==> src/rtl/venc_frame_ctrl.sv <==
// venc_frame_ctrl: frame sequencer feeding bytes MSB-first into a convolutional encoder.
// Optional zero-tail termination is enabled by defining VENC_TAIL_EN.
module venc_frame_ctrl #(
    parameter int FRAME_BYTES = 4,
    parameter int BIT_PERIOD  = 2
) (
    input  logic       clock,
    input  logic       reset,
    input  logic       start,
    input  logic [7:0] byte_data,
    input  logic       byte_valid,
    output logic       byte_ready,
    output logic       enc_in,
    output logic       enc_shift,
    output logic       enc_clear,
    output logic       busy,
    output logic       done,
    output logic       underflow
);
`ifdef VENC_TAIL_EN
    typedef enum logic [2:0] {IDLE, CLEAR, LOAD, SHIFT, TAIL, DONE} state_t;
`else
    typedef enum logic [2:0] {IDLE, CLEAR, LOAD, SHIFT, DONE} state_t;
`endif
    localparam logic [3:0] PH_LAST = 4'(BIT_PERIOD - 1);
    localparam logic [7:0] NBYTES  = 8'(FRAME_BYTES);
    localparam logic       SHIFT1  = (BIT_PERIOD == 1);
    state_t     state;
    logic [3:0] phase;
    logic [2:0] bitcnt;
    logic [7:0] bytecnt;
    logic [7:0] sreg;
    // frame sequencer; every output is registered and set for the cycle the next state occupies
    always_ff @(posedge clock or posedge reset) begin
        if (reset) begin
            state      <= IDLE;
            phase      <= '0;
            bitcnt     <= '0;
            bytecnt    <= '0;
            sreg       <= '0;
            byte_ready <= 1'b0;
            enc_in     <= 1'b0;
            enc_shift  <= 1'b0;
            enc_clear  <= 1'b0;
            busy       <= 1'b0;
            done       <= 1'b0;
            underflow  <= 1'b0;
        end else begin
            case (state)
                IDLE: begin
                    if (start) begin
                        state     <= CLEAR;
                        enc_clear <= 1'b1;
                        busy      <= 1'b1;
                        underflow <= 1'b0;
                        bytecnt   <= '0;
                        bitcnt    <= '0;
                        phase     <= '0;
                    end
                end
                CLEAR: begin
                    state      <= LOAD;
                    enc_clear  <= 1'b0;
                    byte_ready <= 1'b1;
                end
                LOAD: begin
                    if (byte_valid) begin
                        state      <= SHIFT;
                        sreg       <= byte_data;
                        bytecnt    <= bytecnt + 8'd1;
                        phase      <= '0;
                        bitcnt     <= '0;
                        byte_ready <= 1'b0;
                        enc_in     <= byte_data[7];
                        enc_shift  <= SHIFT1;
                    end else if (bytecnt != 8'd0) begin
                        underflow <= 1'b1;
                    end
                end
                SHIFT: begin
                    if (phase == PH_LAST) begin
                        sreg  <= {sreg[6:0], 1'b0};
                        phase <= '0;
                        if (bitcnt == 3'd7) begin
                            bitcnt <= '0;
                            enc_in <= 1'b0;
                            if (bytecnt < NBYTES) begin
                                state      <= LOAD;
                                byte_ready <= 1'b1;
                                enc_shift  <= 1'b0;
                            end else begin
`ifdef VENC_TAIL_EN
                                state     <= TAIL;
                                enc_shift <= SHIFT1;
`else
                                state     <= DONE;
                                done      <= 1'b1;
                                enc_shift <= 1'b0;
`endif
                            end
                        end else begin
                            bitcnt    <= bitcnt + 3'd1;
                            enc_in    <= sreg[6];
                            enc_shift <= SHIFT1;
                        end
                    end else begin
                        phase     <= phase + 4'd1;
                        enc_shift <= (phase + 4'd1 == PH_LAST);
                    end
                end
`ifdef VENC_TAIL_EN
                TAIL: begin
                    if (phase == PH_LAST) begin
                        phase <= '0;
                        if (bitcnt == 3'd1) begin
                            state     <= DONE;
                            done      <= 1'b1;
                            bitcnt    <= '0;
                            enc_shift <= 1'b0;
                        end else begin
                            bitcnt    <= bitcnt + 3'd1;
                            enc_shift <= SHIFT1;
                        end
                    end else begin
                        phase     <= phase + 4'd1;
                        enc_shift <= (phase + 4'd1 == PH_LAST);
                    end
                end
`endif
                DONE: begin
                    state <= IDLE;
                    done  <= 1'b0;
                    busy  <= 1'b0;
                end
                default: state <= IDLE;
            endcase
        end
    end
endmodule

==> config.mk <==
export PLATFORM = sky130hd
export DESIGN_NAME = venc_frame_ctrl
export DESIGN_NICKNAME = d
export VERILOG_FILES = /design/src/rtl/venc_frame_ctrl.sv
export SDC_FILE = /design/constraint.sdc
export NUM_CORES = 1
export LEC_CHECK = 0
export CORE_ASPECT_RATIO = 0.75
export CORE_MARGIN = 2
export CORE_UTILIZATION = 50
export DETAILED_ROUTE_END_ITERATION = 6
export PLACE_DENSITY = 0.73
export SLEW_MARGIN = 20
export SYNTH_ARGS = -nofsm -noshare
export SYNTH_HDL_FRONTEND = slang
export SYNTH_SLANG_ARGS = --single-unit
==> constraint.sdc <==
create_clock -name clock -period 5.25 [get_ports clock]
set_input_delay 1.05 -clock clock [delete_from_list [all_inputs] [get_ports clock]]
set_output_delay 1.05 -clock clock [all_outputs]
set_load 0.05 [all_outputs]
# After elaboration in Yosys (flattened, before gate mapping)
# Cells that the tools add are included.
[word_totals]
ff_bits = 32
in_bits = 12
out_inout_bits = 7
wordCells = 94
[op_classes]
add_sub_neg = 3
n_lt_le_gt_ge = 1
n_eq_ne = 15
muxes = 43
n_reduce_logical = 20
[ops]
columns = ["op", "count"]
rows = [
  ["$mux W3", 9],
  ["$mux W8", 2],
  ["$ne A2 B2 Y1 const B", 8],
  ["$pmux W8 S2", 1],
  ["$reduce_and A4 Y1", 4],
  ["$mux W1", 15],
  ["$mux W7", 2],
  ["$pmux W7 S2", 1],
  ["$mux W4", 3],
  ["$pmux W1 S2", 6],
  ["$pmux W3 S4", 1],
  ["$pmux W4 S3", 1],
  ["$reduce_bool A2 Y1", 5],
  ["$pmux W3 S3", 1],
  ["$reduce_and A3 Y1", 3],
  ["$add A8 B1 Y8 const B", 1],
  ["$eq A4 B1 Y1 const B", 2],
  ["$lt A8 B3 Y1 const B", 1],
  ["$reduce_bool A8 Y1", 1],
  ["$eq A3 B2 Y1 const B", 2],
  ["$eq A3 B3 Y1 const B", 2],
  ["$reduce_and A2 Y1", 3],
  ["$reduce_bool A3 Y1", 2],
  ["$reduce_and A5 Y1", 1],
  ["other kinds (5)", 5],
]

# Logic depth before layout (Yosys ltp)
# Gate-level depths: netlist (run 1).
[logic_depth]
word_depth = 5
mapped_depth = 6
depth_no_buf = 5

# Worst setup path after synthesis (run 1)
# No wires, ideal clock.
[synth_path]
path_type = "input -> register"
from = "input port start"
to = "register bitcnt[0]"
setup_time_ps = 128
arrival_ps = 2018
required_time_ps = 5122
slack_ps = 3105
path_stages = 3
path_buffers = 0
cell_sequence = "or3b_4 > a221oi_4 > mux2_1"
[synth_via]
elab_chain_cells = 2
[synth_lines]
columns = ["element", "line", "source"]
rows = [
  ["start: declaration", "9", "input logic start,"],
  ["$ne A2 B2 Y1 (no line)", "--", ""],
  ["$reduce_and A4 Y1 (no line)", "--", ""],
  ["end signal: assignment", "102", "bitcnt <= bitcnt + 3'd1;"],
  ["end: declaration", "30", "logic [2:0] bitcnt;"],
]
# Every way passes these cells.
# A chain may end at the register's enable or synchronous reset.

# Worst setup path after layout (run 1)
[layout_path]
from = "input port byte_valid"
to = "register bytecnt[7]"
[layout_via]
elab_chain_cells = 2
[layout_lines]
columns = ["element", "line", "source"]
rows = [
  ["start: declaration", "11", "input logic byte_valid,"],
  ["$ne A2 B2 Y1 (no line)", "--", ""],
  ["$reduce_and A3 Y1 (no line)", "--", ""],
  ["end signal: assignment", "70", "bytecnt <= bytecnt + 8'd1;"],
  ["end: declaration", "31", "logic [7:0] bytecnt;"],
]
# Every way passes these cells.

==> results of run 1 <==
-- metal layers --
layer  up-vias  wire (um)
li1        602          -
met4         0         68
met5         -          0
met3         8        279
met1       588       1600
met2        51       1540
-- path summary, 6_finish.rpt --
kind | to | slack (ns) | cells past startpoint
worst max-delay path | bytecnt[7] | 2.58 | 4
worst min-delay path | bytecnt[7] | 0.50 | 1
worst max register to register | bytecnt[7] | 3.23 | 3
worst min register to register | bytecnt[7] | 0.50 | 1
max in group asynchronous | bytecnt[3] | 3.79 | 3
min in group asynchronous | sreg[2] | 1.17 | 3
-- registers in the layout, indices dropped and copies added (netlist names), 3 cells and up --
register  count
state         3
sreg          7
bytecnt       8
bitcnt        3
phase         4
-- cells in the final DEF (no fill, tap or decap), types with 4 or more instances in the layout --
master / netlist / routed
dfrtp_1: 32 / 32
clkdlybuf4s50_1: 0 / 18
nand2_1: 8 / 8
nand3_1: 8 / 8
inv_1: 8 / 8
mux2_4: 7 / 7
ha_1: 7 / 7
o21ai_0: 6 / 6
a21oi_1: 6 / 6
nor2_1: 6 / 6
mux2_2: 6 / 6
mux2_1: 5 / 5
clkbuf_8: 0 / 5
a22o_1: 4 / 4
-- metrics by stage --
stage / cell area (um2) / power [mW] / utilization [%]
final: 2030 / 1.14 / 60.9
after global routing: 2030 / 1.23 / 60.9
after CTS: 2030 / 1.15 / 60.9
after detailed placement: 1960 / 0.970 / 58.9
after global placement: 1960 / 0.944 / 58.9
after floorplan: 1760 / 0.850 / -
-- report_power, final --
group	switching, mW	internal, mW	leakage (nW)
logic	0.283	0.280	0.450
registers	0.0771	0.333	0.406
clock network	0.0809	0.0851	0.0359
total	0.441	0.698	0.892
-- worst register-to-register path, delay by kind of cell (launching register included) --
family	cells	cell delay, ns
simple gates	2	1.17
flops	1	0.54
mux	1	0.23
-- logic make-up after synthesis --
group,after synthesis,synth area share [%]
AOI/OAI and AO/OA,31,14.1
xor gates and xnor gates,2,0.994
adders and majority gates,7,4.97
buffers and inverters,15,3.90
DFF,32,45.4
muxes,21,14.7
and+or+nand+nor,45,15.9
-- cell type report --
| type | instances | area [um2] | area share [%] |
|---|---|---|---|
| Clock buffer | 5 | 68.8 | 3.39 |
| Inverter | 8 | 30.0 | 1.48 |
| Sequential cell | 32 | 801 | 39.4 |
| Multi-Input combinational cell | 106 | 893 | 44.0 |
| Tap cell | 40 | 50.0 | 2.46 |
| Timing Repair Buffer | 19 | 188 | 9.24 |
==> impl_metrics.csv, run 1 <==
group,metric,value,unit
critical_path,r2r_start,"state[2]",
global_route,grt_pass1_vias,1258,
sta,drv_slew,0,
sta,relSlewSlack,58.6,%
sta,layout_setup_ws,2.58,ns
yosys,yosys_most_used_dff,"dfrtp_1",
place,dp.cells,205,
clocking,cts.path.max_buffers,2,
floorplan,io-pin-count,19,
final_layout,drive_gt1_share,14.7,%
critical_path,end_kind,"flop",
floorplan,die_area,4020,um2
final_layout,stdcell_count,210,
yosys,yosys_register_bits,32,
critical_path,cpLargestDelayFamily,"simple AND/OR/NAND/NOR gates",
yosys,synth-edff-count,0,
place,dp_slack,2.31,ns
routing,viasPerCell,5.95,
yosys,yosys-top-cells-area,"dfrtp_1, mux2_4, ha_1",
routing,drt_pass1_iterations,4,
floorplan,die_width,72.6,um
routing,num_vias,1249,
sta,rsz0062_at_grt,"no",
sta,holdWs,0.497,ns
global_route,top_usage_layer,"met2",
yosys,yosysMostFrequentCell,"dfrtp_1",
global_route,met3_usage,7.12,%
global_route,gr-total-overflow,0,
clocking,cts_tree,"done",
place,hpwlAfterDp,2360,um
yosys,syn_nets,172,
critical_path,crit_buf_inv,1,
critical_path,slowest_delay,0.55,ns
clocking,h-tree-depth,2,
routing,drtIter0Drc,52,
yosys,synth_cell_type_count,50,
critical_path,arrival,2.87,ns
clocking,post_cts_buffers,0,
sta,setup_viol_count_final,0,
clocking,hold_buffers,0,
global_route,gr-usage-met1,28.0,%
floorplan,fp.dieH,55.4,um
min_path,hp-class,"reg2reg",
sta,worstMarginPinSlew,0.613,ns
place,io_buffers,18,
final_layout,num_antenna_cells,0,
critical_path,path_cells,"clkdlybuf4s50_1 -> nand4bb_1 -> nor4_1 -> mux2i_1",
floorplan,row_count,18,
critical_path,cp_max_fo,13,
yosys,synth-seq-area-share,45.4,%
clocking,root_buffer,"clkbuf_8",
global_route,gr-usage-met2,29.1,%
yosys,yosysWarnings,0,
final_layout,area_delta_synth_final,15.2,%
critical_path,path_class,"in2reg",
yosys,syn-mean-instance-area,11.5,um2
clocking,cts_sinks,32,
yosys,synth_async_sr_flop_share,100,%
clocking,cts-buffers-inserted,5,
status,status,"completed",
routing,wl_per_cell,16.6,um
power,max-vdd-ir-drop,0.340,mV
yosys,synth_top_area_share,45.4,%
critical_path,cpMaxStageDelayCell,"clkdlybuf4s50_1",
sta,min_period,2.67,ns
sta,fmax,0.374,GHz
sta,fin_skew,0.00461,ns
sta,setup_tns,0,ns
power,leakage,0.892,nW
critical_path,cp-start-kind,"primary input",
final_layout,fill_cells,295,
sta,hold_violations,0,
clocking,clk_latency,0.28,ns
power,p_per_area,561,nW/um2
routing,drc,0,
critical_path,crit_required,5.45,ns
clocking,clkTransAtPathRegs,0.05,ns
min_path,worstHoldStart,"bytecnt[7]",
yosys,ys_top_cells_by_count,"dfrtp_1, inv_1, nand2_1, nand3_1",
global_route,antenna_found_initial,0,
global_route,track_usage,20.0,%
routing,postRouteAntennaNets,0,
global_route,grt_pass1_wl,6110,um
global_route,grt_max_degree,33,
critical_path,setup.worst_path.start,"byte_valid",
floorplan,initial_core_util,52.9,%
clocking,cts_resized,0,
yosys,synth_area,1760,um2
routing,wl,3490,um
yosys,synth.largest_area_cell,"dfrtp_1",
yosys,netlist_instances,153,
floorplan,fp.coreArea,3330,um2
job,drv_cap,0,
place,globalplace.congestion,0.779,
final_layout,layout.nets,191,
sta,fin_crit_sh,50.9,%
Note: power is estimated with default switching activity, not from simulation.
==> run 2, diff against run 1 <==
- clock period: 5.25 -> 2.5 ns (I/O delays scaled with it)
==> run 2 against run 1 <==
  * Sequential share of layout area shrank 0.60 points
  * First-iteration DRC count is 9.6% lower
  * Register-to-register slack worse by 2.7 ns
  * Cell area grew 1.5%
  * Global-route usage is 1.4 points lower
  * Sequential power grew 110%
  * Hold slack gained 0.0077 ns
  * Flip-flop and latch count unchanged
  * Highest routed layer unchanged
==> impl_metrics.csv, run 2 (synthesized netlist as in run 1, its figures left out) <==
group,metric,value,unit
status,status,"completed",
place,io_buffers,18,
final_layout,fill_cells,274,
sta,setup_viol_count_final,0,
place,globalplace.congestion,0.782,
routing,wl,3370,um
routing,drt_pass1_iterations,4,
final_layout,drive_gt1_share,16.7,%
global_route,grt_pass1_vias,1203,
global_route,gr-total-overflow,0,
routing,postRouteAntennaNets,0,
sta,drv_slew,0,
clocking,clkTransAtPathRegs,0.07,ns
clocking,cts_resized,0,
sta,hold_violations,0,
final_layout,area_delta_synth_final,17.0,%
sta,worstMarginPinSlew,0.652,ns
global_route,grt_pass1_wl,5780,um
floorplan,fp.coreArea,3330,um2
routing,num_vias,1250,
clocking,cts-buffers-inserted,5,
job,drv_cap,0,
routing,drtIter0Drc,47,
power,p_per_area,1190,nW/um2
final_layout,largest_reg_flops,8,
critical_path,reg2reg_slack,0.50,ns
critical_path,arrival,2.16,ns
floorplan,fp.dieH,55.4,um
clocking,hold_buffers,0,
power,leakage,0.911,nW
critical_path,cp-start-kind,"flop",
clocking,cts_sinks,32,
critical_path,path_class,"reg2reg",
sta,setup_tns,0,ns
global_route,antenna_found_initial,0,
final_layout,layout.nets,192,
floorplan,die_width,72.6,um
clocking,cts_tree,"done",
final_layout,largest_register,"bytecnt",
final_layout,num_antenna_cells,0,
clocking,h-tree-depth,2,
routing,wl_per_cell,15.7,um
final_layout,final_common_cell,"dfrtp_1",
routing,viasPerCell,5.84,
critical_path,crit_required,2.66,ns
floorplan,die_area,4020,um2
critical_path,cp_max_fo,5,
global_route,grt_max_degree,33,
clocking,clk_latency,0.28,ns
clocking,root_buffer,"clkbuf_8",
critical_path,end_kind,"flop",
sta,fin_skew,0.00423,ns
sta,fin_crit_sh,80.0,%
floorplan,initial_core_util,52.9,%
clocking,post_cts_buffers,0,
floorplan,row_count,18,
power,max-vdd-ir-drop,0.642,mV
final_layout,top_regs,"bytecnt (8), sreg (7), phase (4)",
place,hpwlAfterDp,2340,um
sta,min_period,2.00,ns
sta,fmax,0.500,GHz
sta,rsz0062_at_grt,"no",
floorplan,io-pin-count,19,
final_layout,final_cell_mix,"dfrtp_1, clkdlybuf4s50_1, nand2_1, nand3_1, inv_1",
power,total_power,2.44,mW
global_route,track_usage,18.7,%
routing,drc,0,
sta,relSlewSlack,56.0,%
min_path,hp-class,"reg2reg",
clocking,cts.path.max_buffers,2,
-- run 2: cell type report --
class	instances	area [um2]	share of cell area, %
sequential	32	801	38.8
clock buffer	6	82.6	4.00
inverter	8	30.0	1.46
multi-input combinational	106	893	43.3
clock inverter	2	10.0	0.485
timing repair buffer	20	195	9.47
tap	40	50.0	2.43
-- run 2: path summary, 6_finish.rpt --
check                        endpoint     start  cells after the start
max                         bitcnt[0]  phase[1]                      5
min                           sreg[6]   sreg[6]                      1
max reg2reg                 bitcnt[0]  phase[1]                      5
min reg2reg                   sreg[6]   sreg[6]                      1
max in group asynchronous   enc_shift     reset                      3
min in group asynchronous  bytecnt[5]     reset                      3
-- run 2: power by group --
group / internal, mW / total, mW / switching (mW)
sequential: 0.699 / 0.856 / 0.157
clock: 0.219 / 0.405 / 0.186
combinational: 0.592 / 1.18 / 0.591
-- run 2: critical path, cell delays in order, from the launching register on --
cell and delay [ns]:
dfrtp_1 0.41, inv_1 0.09, ha_1 0.16, or3b_1 0.49, a221oi_4 0.37, mux2_1 0.37
-- run 2: through the flow --
stage / instance area (um2) / setup slack, ns / std cells / util, % / hold WS, ns
finish: 2060 / 0.500 / 214 / 61.9 / 0.505
global route: 2060 / 0.372 / 214 / 61.9 / 0.513
CTS: 2060 / 0.488 / 214 / 61.9 / 0.503
detailed placement: 1970 / 0.248 / 206 / 59.1 / 0.491
global placement: 1970 / 0.303 / 206 / 59.1 / 0.467
floorplan: 1760 / 0.671 / 153 / - / 0.449
-- run 2: layer usage --
layer  part of all wire [%]  track usage (%)  vias to the layer above
met5                      0                0                        -
met4                    1.9             8.47                        0
met3                    5.0             5.47                        8
met2                     43             25.3                       33
met1                     50             27.3                      604
li1                       -                -                      605
==> run 3, diff against run 2 <==
- PLACE_DENSITY: 0.73 -> 0.76
- clock period: 2.5 -> 1.7 ns (I/O delays scaled with it)
==> run 3 against run 2 <==
  * The flow now finishes with violations (negative setup slack)
  * Clock skew is 0.0034 ns lower
  * Worst setup slack worse by 0.65 ns
  * Cell area is 11% higher
  * Largest power group unchanged
  * Highest routed layer unchanged
==> impl_metrics.csv, run 3 (synthesized netlist as in run 1, its figures left out) <==
group,metric,value,unit
status,status,"finished with violations",
status,violations,"negative setup slack",
routing,drt_pass1_iterations,4,
critical_path,reg2reg_slack,-0.15,ns
final_layout,layout.nets,216,
final_layout,area_delta_synth_final,30.1,%
sta,drv_slew,0,
clocking,root_buffer,"clkbuf_8",
place,dp_slack,-0.332,ns
floorplan,io-pin-count,19,
critical_path,end_kind,"flop",
final_layout,largest_register,"bytecnt",
critical_path,reg2reg_to,"bitcnt[0]",
sta,fin_skew,0.000873,ns
final_layout,num_antenna_cells,0,
clocking,hold_buffers,0,
final_layout,multi_input_area,945,um2
clocking,cts.path.max_buffers,2,
final_layout,largest_reg_flops,8,
sta,setup_viol_count_final,14,
routing,viasPerCell,5.74,
routing,wl_per_cell,15.8,um
routing,num_vias,1367,
final_layout,final_common_cell,"dfrtp_1",
sta,setup_tns,-0.635,ns
final_layout,drive_gt1_share,33.8,%
job,drv_cap,0,
global_route,grt_pass1_vias,1383,
critical_path,cp-start-kind,"flop",
sta,fmax,0.539,GHz
global_route,grt_max_degree,33,
global_route,gr-total-overflow,0,
final_layout,fill_cells,253,
sta,holdWs,0.451,ns
sta,min_period,1.85,ns
place,io_buffers,18,
routing,drtIter0Drc,60,
clocking,clk_latency,0.28,ns
critical_path,cp_max_fo,4,
final_layout,top_regs,"bytecnt (8), sreg (7), phase (4)",
final_layout,stdcell_count,238,
critical_path,arrival,2.02,ns
critical_path,cp-endpoint,"bitcnt[0]",
clocking,clkTransAtPathRegs,0.06,ns
global_route,track_usage,20.1,%
final_layout,final_cell_mix,"dfrtp_1, buf_4, clkdlybuf4s50_1, mux2_4",
floorplan,initial_core_util,52.9,%
critical_path,crit_required,1.86,ns
floorplan,die_width,72.6,um
sta,worstMarginPinSlew,0.485,ns
power,p_per_area,1720,nW/um2
critical_path,r2r_start,"phase[1]",
floorplan,die_area,4020,um2
global_route,grt_pass1_wl,6220,um
clocking,cts-buffers-inserted,5,
critical_path,setup.worst_path.start,"phase[1]",
routing,postRouteAntennaNets,0,
sta,fin_crit_sh,109,%
sta,rsz0062_at_grt,"yes",
routing,drc,0,
power,max-vdd-ir-drop,1.01,mV
floorplan,row_count,18,
clocking,cts_tree,"done",
sta,hold_violations,0,
clocking,h-tree-depth,2,
global_route,antenna_found_initial,0,
place,dp.cells,228,
critical_path,reg2reg_depth,5,
final_layout,final_util,68.8,%
final_layout,regArea,801,um2
place,hpwlAfterDp,2650,um
clocking,cts_sinks,32,
place,globalplace.congestion,0.793,
floorplan,fp.coreArea,3330,um2
floorplan,fp.dieH,55.4,um
routing,wl,3750,um
power,leakage,1.06,nW
min_path,hp-class,"in2async",
critical_path,path_class,"reg2reg",
sta,layout_setup_ws,-0.155,ns
sta,relSlewSlack,67.7,%
[run 3: worst min-delay path by stage]
| stage | start | endpoint | slack [ns] | cells past startpoint |
|---|---|---|---|---|
| 2_1_floorplan | bytecnt[7] | bytecnt[7] | 0.45 | 1 |
| 3_3_place_gp | bytecnt[7] | bytecnt[7] | 0.47 | 1 |
| 3_5_place_dp | bytecnt[7] | bytecnt[7] | 0.48 | 1 |
| 4_1_cts | reset | sreg[3] | 0.46 | 3 |
| 5_1_grt | reset | phase[2] | 0.51 | 3 |
| 6_report | reset | sreg[1] | 0.45 | 3 |
[run 3: cell type report]
| class | count | area share [%] |
|---|---|---|
| Tap cell | 40 | 2.18 |
| Sequential cell | 32 | 34.9 |
| Inverter | 8 | 1.31 |
| Multi-Input combinational cell | 106 | 41.2 |
| Timing Repair Buffer | 44 | 16.5 |
| Clock buffer | 8 | 3.93 |
[run 3: report_power, final]
group / switching [mW] / leakage (nW) / internal, mW
sequential: 0.183 / 0.406 / 1.02
combinational: 0.990 / 0.604 / 1.16
clock: 0.261 / 0.0455 / 0.330
[run 3: stage by stage]
stage / cell area, um2 / power [mW]
floorplan: 1760 / 2.62
global placement: 2130 / 3.07
detailed placement: 2130 / 3.16
CTS: 2260 / 3.92
global route: 2290 / 4.20
finish: 2290 / 3.95
[run 3: critical path, stage by stage, from the launching register on]
cell and delay, ns:
dfrtp_1 0.39, inv_2 0.08, ha_4 0.12, or3b_4 0.41, a221oi_4 0.38, mux2_4 0.34
[run 3: repair_timing]
action / 4_1_cts / 5_1_grt
pin swaps: 2 / 1
setup endpoints to repair: 14 / 14
buffers inserted: 1 / 1
resized for setup: 8 / 4
[run 3: layer usage]
layer	GRT usage [%]	up-vias	share of wire, %
met5	0	-	0
met4	7.14	0	1.1
met3	4.38	5	4.0
met2	32.3	34	48
met1	26.5	676	46
li1	-	652	-
